`src/rtl/tdm_pkg.sv`:
```
// Shared types and constants for the 4-slot TDM receive path.
package tdm_pkg;

    localparam int unsigned SLOTS = 4;

    typedef logic [1:0] slot_t;

    typedef enum logic {
        HUNT = 1'b0,
        LOCK = 1'b1
    } state_t;

    localparam slot_t LAST_SLOT = slot_t'(SLOTS - 1);

endpackage

```
`src/rtl/tdm_demux4_slot_cnt4.sv`:
```
// 2-bit slot counter: clear-to-0 beats load-to-1 beats increment.
module slot_cnt4
    import tdm_pkg::*;
(
    input  logic  clk,
    input  logic  rst,
    input  logic  clr_i,
    input  logic  load1_i,
    input  logic  inc_i,
    output slot_t slot_o
);

    slot_t slot_q;

    always_ff @(posedge clk or posedge rst) begin
        if (rst) begin
            slot_q <= slot_t'(0);
        end else if (clr_i) begin
            slot_q <= slot_t'(0);
        end else if (load1_i) begin
            slot_q <= slot_t'(1);
        end else if (inc_i) begin
            slot_q <= slot_q + slot_t'(1);
        end
    end

    assign slot_o = slot_q;

endmodule

```
`src/rtl/tdm_demux4.sv`:
```
// TDM 1-to-4 demultiplexer: aligns on sync, collects slots 0-3 and
// publishes them as a complete frame on the slot-3 edge.
module tdm_demux4
    import tdm_pkg::*;
#(
    parameter int unsigned W = 1
) (
    input  logic         clk,
    input  logic         rst,
    input  logic [W-1:0] din,
    input  logic         en,
    input  logic         sync,
    output logic [W-1:0] o0,
    output logic [W-1:0] o1,
    output logic [W-1:0] o2,
    output logic [W-1:0] o3,
    output logic         s1,
    output logic         s0,
    output logic         frame_valid,
    output logic         locked,
    output logic         sync_err
);

    state_t       state_q, state_d;
    logic [W-1:0] sh0_q, sh0_d, sh1_q, sh1_d, sh2_q, sh2_d;
    logic [W-1:0] o0_q, o0_d, o1_q, o1_d, o2_q, o2_d, o3_q, o3_d;
    logic         fv_q, fv_d, se_q, se_d;
    logic         cnt_clr, cnt_load1, cnt_inc;
    slot_t        slot;

    slot_cnt4 u_slot_cnt (
        .clk     (clk),
        .rst     (rst),
        .clr_i   (cnt_clr),
        .load1_i (cnt_load1),
        .inc_i   (cnt_inc),
        .slot_o  (slot)
    );

    always_ff @(posedge clk or posedge rst) begin
        if (rst) begin
            state_q <= HUNT;
            sh0_q   <= '0;
            sh1_q   <= '0;
            sh2_q   <= '0;
            o0_q    <= '0;
            o1_q    <= '0;
            o2_q    <= '0;
            o3_q    <= '0;
            fv_q    <= 1'b0;
            se_q    <= 1'b0;
        end else begin
            state_q <= state_d;
            sh0_q   <= sh0_d;
            sh1_q   <= sh1_d;
            sh2_q   <= sh2_d;
            o0_q    <= o0_d;
            o1_q    <= o1_d;
            o2_q    <= o2_d;
            o3_q    <= o3_d;
            fv_q    <= fv_d;
            se_q    <= se_d;
        end
    end

    // A sync always restarts the frame at slot 1; any sync off slot 0 in LOCK is a realign.
    always_comb begin
        state_d   = state_q;
        sh0_d     = sh0_q;
        sh1_d     = sh1_q;
        sh2_d     = sh2_q;
        o0_d      = o0_q;
        o1_d      = o1_q;
        o2_d      = o2_q;
        o3_d      = o3_q;
        fv_d      = 1'b0;
        se_d      = 1'b0;
        cnt_clr   = 1'b0;
        cnt_load1 = 1'b0;
        cnt_inc   = 1'b0;
        if (en) begin
            if (sync) begin
                sh0_d     = din;
                cnt_load1 = 1'b1;
                state_d   = LOCK;
                se_d      = (state_q == LOCK) && (slot != slot_t'(0));
            end else if (state_q == LOCK) begin
                if (slot == slot_t'(0)) begin
                    se_d    = 1'b1;
                    cnt_clr = 1'b1;
                    state_d = HUNT;
                end else if (slot == LAST_SLOT) begin
                    o0_d    = sh0_q;
                    o1_d    = sh1_q;
                    o2_d    = sh2_q;
                    o3_d    = din;
                    fv_d    = 1'b1;
                    cnt_clr = 1'b1;
                end else begin
                    if (slot == slot_t'(1)) begin
                        sh1_d = din;
                    end else begin
                        sh2_d = din;
                    end
                    cnt_inc = 1'b1;
                end
            end
        end
    end

    assign o0          = o0_q;
    assign o1          = o1_q;
    assign o2          = o2_q;
    assign o3          = o3_q;
    assign s1          = slot[1];
    assign s0          = slot[0];
    assign frame_valid = fv_q;
    assign sync_err    = se_q;
    assign locked      = (state_q == LOCK);

endmodule

```
`config.mk`:
```
export PLATFORM = sky130hd
export DESIGN_NAME = tdm_demux4
export DESIGN_NICKNAME = d
export VERILOG_FILES = /design/src/rtl/tdm_pkg.sv /design/src/rtl/tdm_demux4_slot_cnt4.sv /design/src/rtl/tdm_demux4.sv
export SDC_FILE = /design/constraint.sdc
export NUM_CORES = 1
export LEC_CHECK = 0
export CAP_MARGIN = 40
export CORE_MARGIN = 1
export CORE_UTILIZATION = 41
export DETAILED_ROUTE_END_ITERATION = 7
export HOLD_SLACK_MARGIN = 0.1
export PLACE_DENSITY = 0.71
export SETUP_SLACK_MARGIN = 0.5
export SYNTH_ARGS = -nofsm -noshare
export SYNTH_HDL_FRONTEND = slang
export SYNTH_SLANG_ARGS = --single-unit
```
`constraint.sdc`:
```
create_clock -name clk -period 1.6 [get_ports clk]
set_input_delay 0.32 -clock clk [delete_from_list [all_inputs] [get_ports clk]]
set_output_delay 0.32 -clock clk [all_outputs]
set_load 0.05 [all_outputs]
```
## Yosys cells after proc, flatten, opt, wreduce, memory -nomap -nowiden

Index checks and enable logic that the tools add are counted.

| word-level totals | value |
|---|---|
| bits in registers | 12 |
| logic and storage cells | 52 |

| cells by class | value |
|---|---|
| add/subtract/negate cells | 1 |
| equality and inequality tests | 2 |
| multiplexer cells | 26 |
| bitwise logic cells | 4 |
| reductions and logical operators | 8 |

Operator list:

| cell | count |
|---|---|
| 2-to-1 mux 1 bit | 23 |
| AND reduction 6 bit | 2 |
| 2-to-1 mux 2 bit | 3 |
| AND reduction 5 bit | 1 |
| NOT 1 bit | 4 |
| nonzero test 3 bit | 1 |
| adder 2 x 1 -> 2 bit, second input constant | 1 |
| equality test 2 x 1 -> 1 bit, second input constant | 1 |
| equality test 2 bit, second input constant | 1 |
| zero test 2 bit | 1 |
| AND reduction 2 bit | 1 |
| nonzero test 2 bit | 1 |
| logical AND 1 bit | 1 |

## Longest topological paths before layout

Gate-level depths: netlist (run 1).

| logic depth | value |
|---|---|
| depth in word-level cells | 9 |
| mapped depth | 5 |

## Hierarchy

Synthesis (run 1) repeated with hierarchy kept, for this count alone.

| second synthesis, totals | value |
|---|---|
| cells, all modules | 46 |
| area, all modules | 603.1 um^2 |

Modules (own cells, without submodules):

| module | times used | cells an instance | area an instance (um^2) | seq. area each (um^2) |
|---|---|---|---|---|
| tdm_demux4 | 1 | 37 | 501.7 | 250.2 |
| slot_cnt4 | 1 | 9 | 101.3 | 50.0 |

## Least setup slack after synthesis (run 1)

Ideal clock, no wire load.

| path | value |
|---|---|
| kind | flip-flop to flip-flop |
| start point | register u_slot_cnt.slot_q[1], in the netlist u_slot_cnt.slot_o[1] |
| end point | register sh2_q |
| arrival time | 1,890 ps |
| path slack | -415 ps |
| cell stages (with the launch flop) | 6 |
| buffers on the path | 0 |
| period minus slack after synthesis | 2,015 ps |
| cell sequence | dfrtp_1 inv_1 ha_1 or3_1 nor3_1 mux2_2 |

| between the ends | value |
|---|---|
| longest elaborated chain between the ends | 3 |
| elaborated cells between the ends (all ways) | 7 |
| those cells by class | 2 x eq/ne; 3 x bitwise; 2 x reduce/logical |

RTL lines:

| what | RTL line | source |
|---|---|---|
| start: declaration | tdm_demux4_slot_cnt4.sv:13 | `slot_t slot_q;` |
| start signal: assignment | tdm_demux4_slot_cnt4.sv:17 | `slot_q <= slot_t'(0);` |
| start signal: assignment | tdm_demux4_slot_cnt4.sv:19 | `slot_q <= slot_t'(0);` |
| start signal: assignment | tdm_demux4_slot_cnt4.sv:21 | `slot_q <= slot_t'(1);` |
| equality test 2 x 1 -> 1 bit, or another cell as far along | tdm_demux4.sv:100 | `if (slot == slot_t'(1)) begin` |
| NOT 1 bit (no source line) | - |  |
| AND reduction 6 bit (no source line) (*) | - |  |
| end signal: assignment | tdm_demux4.sv:45 | `sh2_q <= '0;` |
| end signal: assignment | tdm_demux4.sv:56 | `sh2_q <= sh2_d;` |
| end: declaration | tdm_demux4.sv:25 | `logic [W-1:0] sh0_q, sh0_d, sh1_q, sh1_d, sh2_q, sh2_d;` |

Every way passes the cells marked *; elsewhere a longest branch is shown, timed or not.
A chain may end at the register's enable or synchronous reset.

## Final worst setup path (run 1)

| path | value |
|---|---|
| start point | register u_slot_cnt.slot_q[0], in the netlist u_slot_cnt.slot_o[0] |
| end point | register sh2_q |

Same word-level chain as after synthesis.

==> flow_summary.toml, run 1 <==
[outcome]
status = "finished, final reports clean"

[yosys]
synth_top_area_share_pct = 53.0
yosysUniqueCellTypes = 18
netlist_instances = 45
ys.warnings.count = 0
synth_xor_area_share_pct = 1.55
synth_top_family_by_area = "simple AND/OR/NAND/NOR gates"
synthSimpleGateAreaFrac_pct = 14.3
ys_top_cells_by_area = "dfrtp_1, mux2_2, ha_1"
yosysTopAreaCell = "dfrtp_1"
yosysSeqAreaShare_pct = 53.0
synthAdderAreaFrac_pct = 8.83
syn_avg_cell_area_um2 = 12.6
ys_ff_latch = 12
syn_area_um2 = 567
synth_mux_area_share_pct = 13.9
synth-compound-area-share_pct = 5.52
synth_nets = 54

[layout]
nFillCells = 81
final-seq-area_um2 = 304
area_growth_pct = 73.5
design_area_um2 = 983
multi_input_area_um2 = 335
nets = 85
final_cell_mix = "buf_6, buf_4, dfrtp_1, mux2_4, nand2_1"
post_route_cells_drive_above_1_share_pct = 64.0
n_antenna_cell = 0

[worst_setup_path]
r2r_cells = 4
cp.depth = 4
cp_slowest_cell = "dfrtp_2"
worstPathRequired_ns = 1.75
cp-end-kind = "flop"
cp-start-kind = "flop"
crit_type = "reg -> reg"
cpPeakStageDelay_ns = 0.47
arrival_ns = 1.74
crit_path_cell_trace = "ha_2 > or3_4 > nor3_4 > mux2_4"
critPathBufInv = 0
crit_fanout = 6
cp_top_family = "simple AND/OR/NAND/NOR gates"

[drt]
num_vias = 435
drtIter0Drc = 0
wl_per_cell_um = 13.7
vias_per_cell = 4.83
ant_nets = 0
routed_wirelength_um = 1230
dr.pass1.iters = 1
drc = 0

[floorplanning]
row_count = 13
die_x_um = 39.2
start_util_pct = 43.6
die_h_um = 39.2
dieArea_um2 = 1540
io_pins = 14
core-area_um2 = 1300

[power]
peakVddDrop_v = 0.00115
cellLeakagePower_nw = 0.457
p_per_area_nw_per_um2 = 2060
power_mw = 2.03

[clock_network]
cts_buffer_depth = 2
clock_sinks = 12
cts_buffers = 3
cts_hold_buffers = 0
cts_root_buffer = "clkbuf_4"
cts_tree = "built"
clk_latency_ns = 0.27
h-tree-depth = 1
clk_pin_slew_worst_paths_ns = 0.08

[place]
post-place-ws_ns = -0.162
gp_congestion = 0.732
dp_hpwl_um = 784
io_buffer_count = 13
place_area_um2 = 777

[timing]
worstMarginPinSlew_ns = 0.449
slew_headroom_pct = 70.0
hold_viol = 0
rsz0062_at_grt = "true"
fin_crit_ns = 1.59
whs_ns = 0.354
fin_ws_ns = 0.00747
setup_viol = 0
max_freq_mhz = 628
skew_ns = 0.00417
maxSlewViolCount = 0
period_share_pct = 99.5

[min_path]
hold_class = "in -> async"

[global_route]
grt_max_degree = 13
grt_antenna_before_repair = 0
grt_pass1_vias = 432
grt_pass1_wl_um = 1860
grt.overflow.total = 0
grt_use_total_pct = 19.4

[job]
cap_violations = 0
cells in the mapped netlist, drive strengths merged:
library cell,instances
nand2,6
o21a,1
ha,4
nor2,1
nor3,2
inv,3
mux2,7
or3,1
nor4b,1
xnor2,1
nor3b,1
a31o,1
o22ai,1
buf,1
nand3,1
dfrtp,12
a22o,1
worst reg2reg max path, cell delays in order (launching register included):
cell	delay (ns)
dfrtp_2	0.47
ha_2	0.20
or3_4	0.37
nor3_4	0.13
mux2_4	0.31
kinds of logic (layout without fill, tap and decap cells):
group           after synthesis  in the layout
flops                        12             12
mux                           7              7
xor+xnor                      1              1
fa+ha+maj                     4              4
simple gates                 13             13
buf+inv                       4             34
compound gates                4              4
metal layers:
metal | vias to the layer above | wire, µm | global-route usage, %
li1 | 214 | - | -
met1 | 209 | 541 | 21.8
met4 | 0 | 4 | 10.3
met3 | 2 | 39 | 4.05
met5 | - | 0 | 0
met2 | 10 | 643 | 33.8
path summary, 6_finish.rpt:
path                                                        from               endpoint  slack, ns
worst max-delay path            u_slot_cnt.slot_o[0]$_DFFE_PP0P_      sh2_q$_DFFE_PP0P_      0.007
worst min-delay path                                         rst  frame_valid$_DFF_PP0_       0.35
worst max register to register  u_slot_cnt.slot_o[0]$_DFFE_PP0P_      sh2_q$_DFFE_PP0P_      0.007
worst min register to register                 sh0_q$_DFFE_PP0P_         o0$_DFFE_PP0P_       0.51
max in group asynchronous                                    rst     locked$_DFFE_PP0P_       0.91
min in group clk                               sh0_q$_DFFE_PP0P_         o0$_DFFE_PP0P_       0.51
per-stage QoR:
step                      instances  TNS (ns)  utilization, %
after floorplan                  45    -0.375               -
after global placement           77    -0.726            59.7
after detailed placement         77    -0.833            59.7
after CTS                        86   -0.0218            70.3
after global routing             90   -0.0298            75.6
final                            90         0            75.6
area by class of cell:
class | instances | share of cell area [%]
Clock buffer | 4 | 2.67
Inverter | 3 | 1.40
Multi-Input combinational cell | 29 | 34.1
Sequential cell | 12 | 30.9
Tap cell | 15 | 1.91
Timing Repair Buffer | 27 | 29.0
power by group:
group	internal [mW]	switching (mW)
logic	0.679	0.610
registers	0.421	0.123
clock network	0.0964	0.0974
repair_timing:
| item | CTS | global route |
|---|---|---|
| setup endpoints to repair | 18 | 18 |
| setup buffers | 5 | 4 |
| cloned | 0 | 0 |
| endpoints found under the hold margin | 0 | 0 |
| pin swaps | 3 | 0 |
| resized for setup | 19 | 8 |
registers in the layout, summed over array words and instances (netlist names):
register and cells:
sh2_q 1, o0 1, o1 1, o3 1
sync_err 1, sh0_q 1, locked 1, frame_valid 1
sh1_q 1, o2 1, u_slot_cnt.slot_o 2
(Power assumes the default switching activity.)
==> run 2, diff against run 1 <==
Settings changed: CORE_UTILIZATION 41 to 42, DONT_BUFFER_PORTS set to 1, PLACE_DENSITY 0.71 to not set.
==> run 2 against run 1 <==
  * Count of clock-buffer cells in the layout did not move
  * Sequential share of layout area rose by 4.0 points
  * Setup slack improved by 0.0096 ns
  * Register-to-register slack barely moved
  * Non-clock buffer count fell by 12
  * Utilization fell by 1.9 points
  * Critical endpoint unchanged
  * Largest cell class unchanged
  * Largest power group unchanged
==> flow_summary.toml, run 2 (same netlist as run 1, synthesis figures left out) <==
[timing]
tns_ns = 0
setup_viol = 0
skew_ns = 0.00419
slew_headroom_pct = 67.5
worstMarginPinSlew_ns = 0.487
hold_viol = 0
rsz0062_at_grt = "true"
fin_crit_ns = 1.58
maxSlewViolCount = 0
whs_ns = 0.140
period_share_pct = 98.9
max_freq_mhz = 632

[power]
p_sw_share_pct = 42.9
p_per_area_nw_per_um2 = 2190
p_int_mw = 1.09
power_mw = 1.91
clockPowerShare_pct = 12.7
peakVddDrop_v = 0.00116
combPwrFrac_pct = 51.2
cellLeakagePower_nw = 0.387
p_switching_uw = 821
power.share.sequential_pct = 36.1

[worst_setup_path]
crit_fanout = 4
r2r_start = "u_slot_cnt.slot_o[0]$_DFFE_PP0P_"
cp-end-kind = "flop"
reg2reg_to = "sh2_q$_DFFE_PP0P_"
crit_path_cell_trace = "ha_2 > or3_4 > nor3_4 > mux2_4"
crit_type = "reg -> reg"
cp-start-kind = "flop"
arrival_ns = 1.75
r2r_slack_ns = 0.02
cpPeakStageDelay_ns = 0.46
worstPathRequired_ns = 1.76
r2r_cells = 4
cp_slowest_cell = "dfrtp_2"

[global_route]
grt.overflow.total = 0
grt_pass1_vias = 413
grt_use_total_pct = 19.8
grt_pass1_wl_um = 1900
grt_max_degree = 13
grt_antenna_before_repair = 0

[min_path]
hold_class = "in -> reg"
hold_end = "u_slot_cnt.slot_o[1]$_DFFE_PP0P_"
min_from = "sync"
min_path_cells = 1

[layout]
post_route_cells_drive_above_1_share_pct = 65.1
largest_register_ff_count = 2
final-seq-area_um2 = 305
area_growth_pct = 54.1
final_cell_mix = "dfrtp_1, buf_4, mux2_4, nand2_1"
nFillCells = 76
n_antenna_cell = 0
multi_input_area_um2 = 348
layout_commonest_cell = "dfrtp_1"
nets = 73

[clock_network]
cts_root_buffer = "clkbuf_4"
h-tree-depth = 1
cts_tree = "built"
clk_latency_ns = 0.27
cts_buffer_depth = 2
cts_buffers = 3
clk_pin_slew_worst_paths_ns = 0.08
clock_sinks = 12

[drt]
drtIter0Drc = 6
wl_per_cell_um = 17.6
num_vias = 417
drc = 0
vias_per_cell = 5.42
dr.pass1.iters = 4
routed_wirelength_um = 1350
ant_nets = 0

[job]
cap_violations = 0

[floorplanning]
row_count = 12
start_util_pct = 47.8
core-area_um2 = 1190
io_pins = 14
dieArea_um2 = 1500
die_h_um = 38.7
die_x_um = 38.7

[place]
dp_hpwl_um = 718
io_buffer_count = 0
gp_congestion = 0.771

[outcome]
status = "finished, final reports clean"
[run 2: changes by cell type in the layout (fill, tap and decap cells not counted), moves of 2 or more]
cell	change
buf_6	-6
buf_4	-3
buf_12	-2
clkdlybuf4s50_1	-2
dlygate4sd2_1	-2
dlygate4sd3_1	+2
[run 2: cell type report]
class / count / share of cell area, %
tap: 14 / 2.01
timing repair buffer: 15 / 17.5
inverter: 3 / 1.58
clock buffer: 4 / 4.15
sequential: 12 / 35.0
multi-input combinational: 29 / 39.8
[run 2: what timing repair did]
item	CTS	global route
endpoints found under the setup margin	17	20
hold buffers	1	1
resized for setup	15	12
pin swaps	2	4
hold endpoints to repair	12	1
setup buffers	6	4
[run 2: power groups by stage]
stage	clock [mW]	combinational [mW]	sequential [mW]
2_1_floorplan	0	0.295	0.792
3_3_place_gp	0	0.510	0.678
3_5_place_dp	0	0.524	0.684
4_1_cts	0.245	0.743	0.678
5_1_grt	0.268	1.03	0.708
6_report	0.243	0.980	0.691
[run 2: worst max-delay path by stage]
| stage | startpoint | endpoint | slack, ns |
|---|---|---|---|
| 2_1_floorplan | u_slot_cnt.slot_o[1]$_DFFE_PP0P_ | sh2_q$_DFFE_PP0P_ | -0.14 |
| 3_3_place_gp | u_slot_cnt.slot_o[1]$_DFFE_PP0P_ | sh2_q$_DFFE_PP0P_ | 0.04 |
| 3_5_place_dp | u_slot_cnt.slot_o[1]$_DFFE_PP0P_ | sh2_q$_DFFE_PP0P_ | -0.01 |
| 4_1_cts | u_slot_cnt.slot_o[0]$_DFFE_PP0P_ | sh2_q$_DFFE_PP0P_ | 0.01 |
| 5_1_grt | u_slot_cnt.slot_o[1]$_DFFE_PP0P_ | sh2_q$_DFFE_PP0P_ | 0.009 |
| 6_report | u_slot_cnt.slot_o[0]$_DFFE_PP0P_ | sh2_q$_DFFE_PP0P_ | 0.02 |
[run 2: worst max-delay path: cells and delay by family, from the launching register on]
kind / cells / cell delay [ns]
adder cells (fa/ha/maj): 1 / 0.20
flip-flops: 1 / 0.46
multiplexers: 1 / 0.31
AND/OR/NAND/NOR: 2 / 0.50
[run 2: routing by layer]
layer / vias to the layer above / global-route usage, % / part of all wire, %
li1: 191 / - / -
met1: 216 / 24.5 / 39
met2: 10 / 31.3 / 57
met3: 0 / 5.20 / 3.3
met4: 0 / 10.3 / 0
met5: - / 0 / 0
[run 2: stage by stage]
step	std cells	instance area, µm²	setup slack (ns)	util, %
after detailed placement	61	616	-0.0142	51.9
after global placement	61	616	0.0371	51.9
final	77	873	0.0171	73.6
after floorplan	45	581	-0.139	-
after global routing	77	873	0.00931	73.6
after CTS	72	769	0.0145	64.9
==> run 3, diff against run 2 <==
Settings changed: CAP_MARGIN 40 to 20.
==> results of run 3 <==
The final DEF is identical to that of run 2; final timing and power are the same.
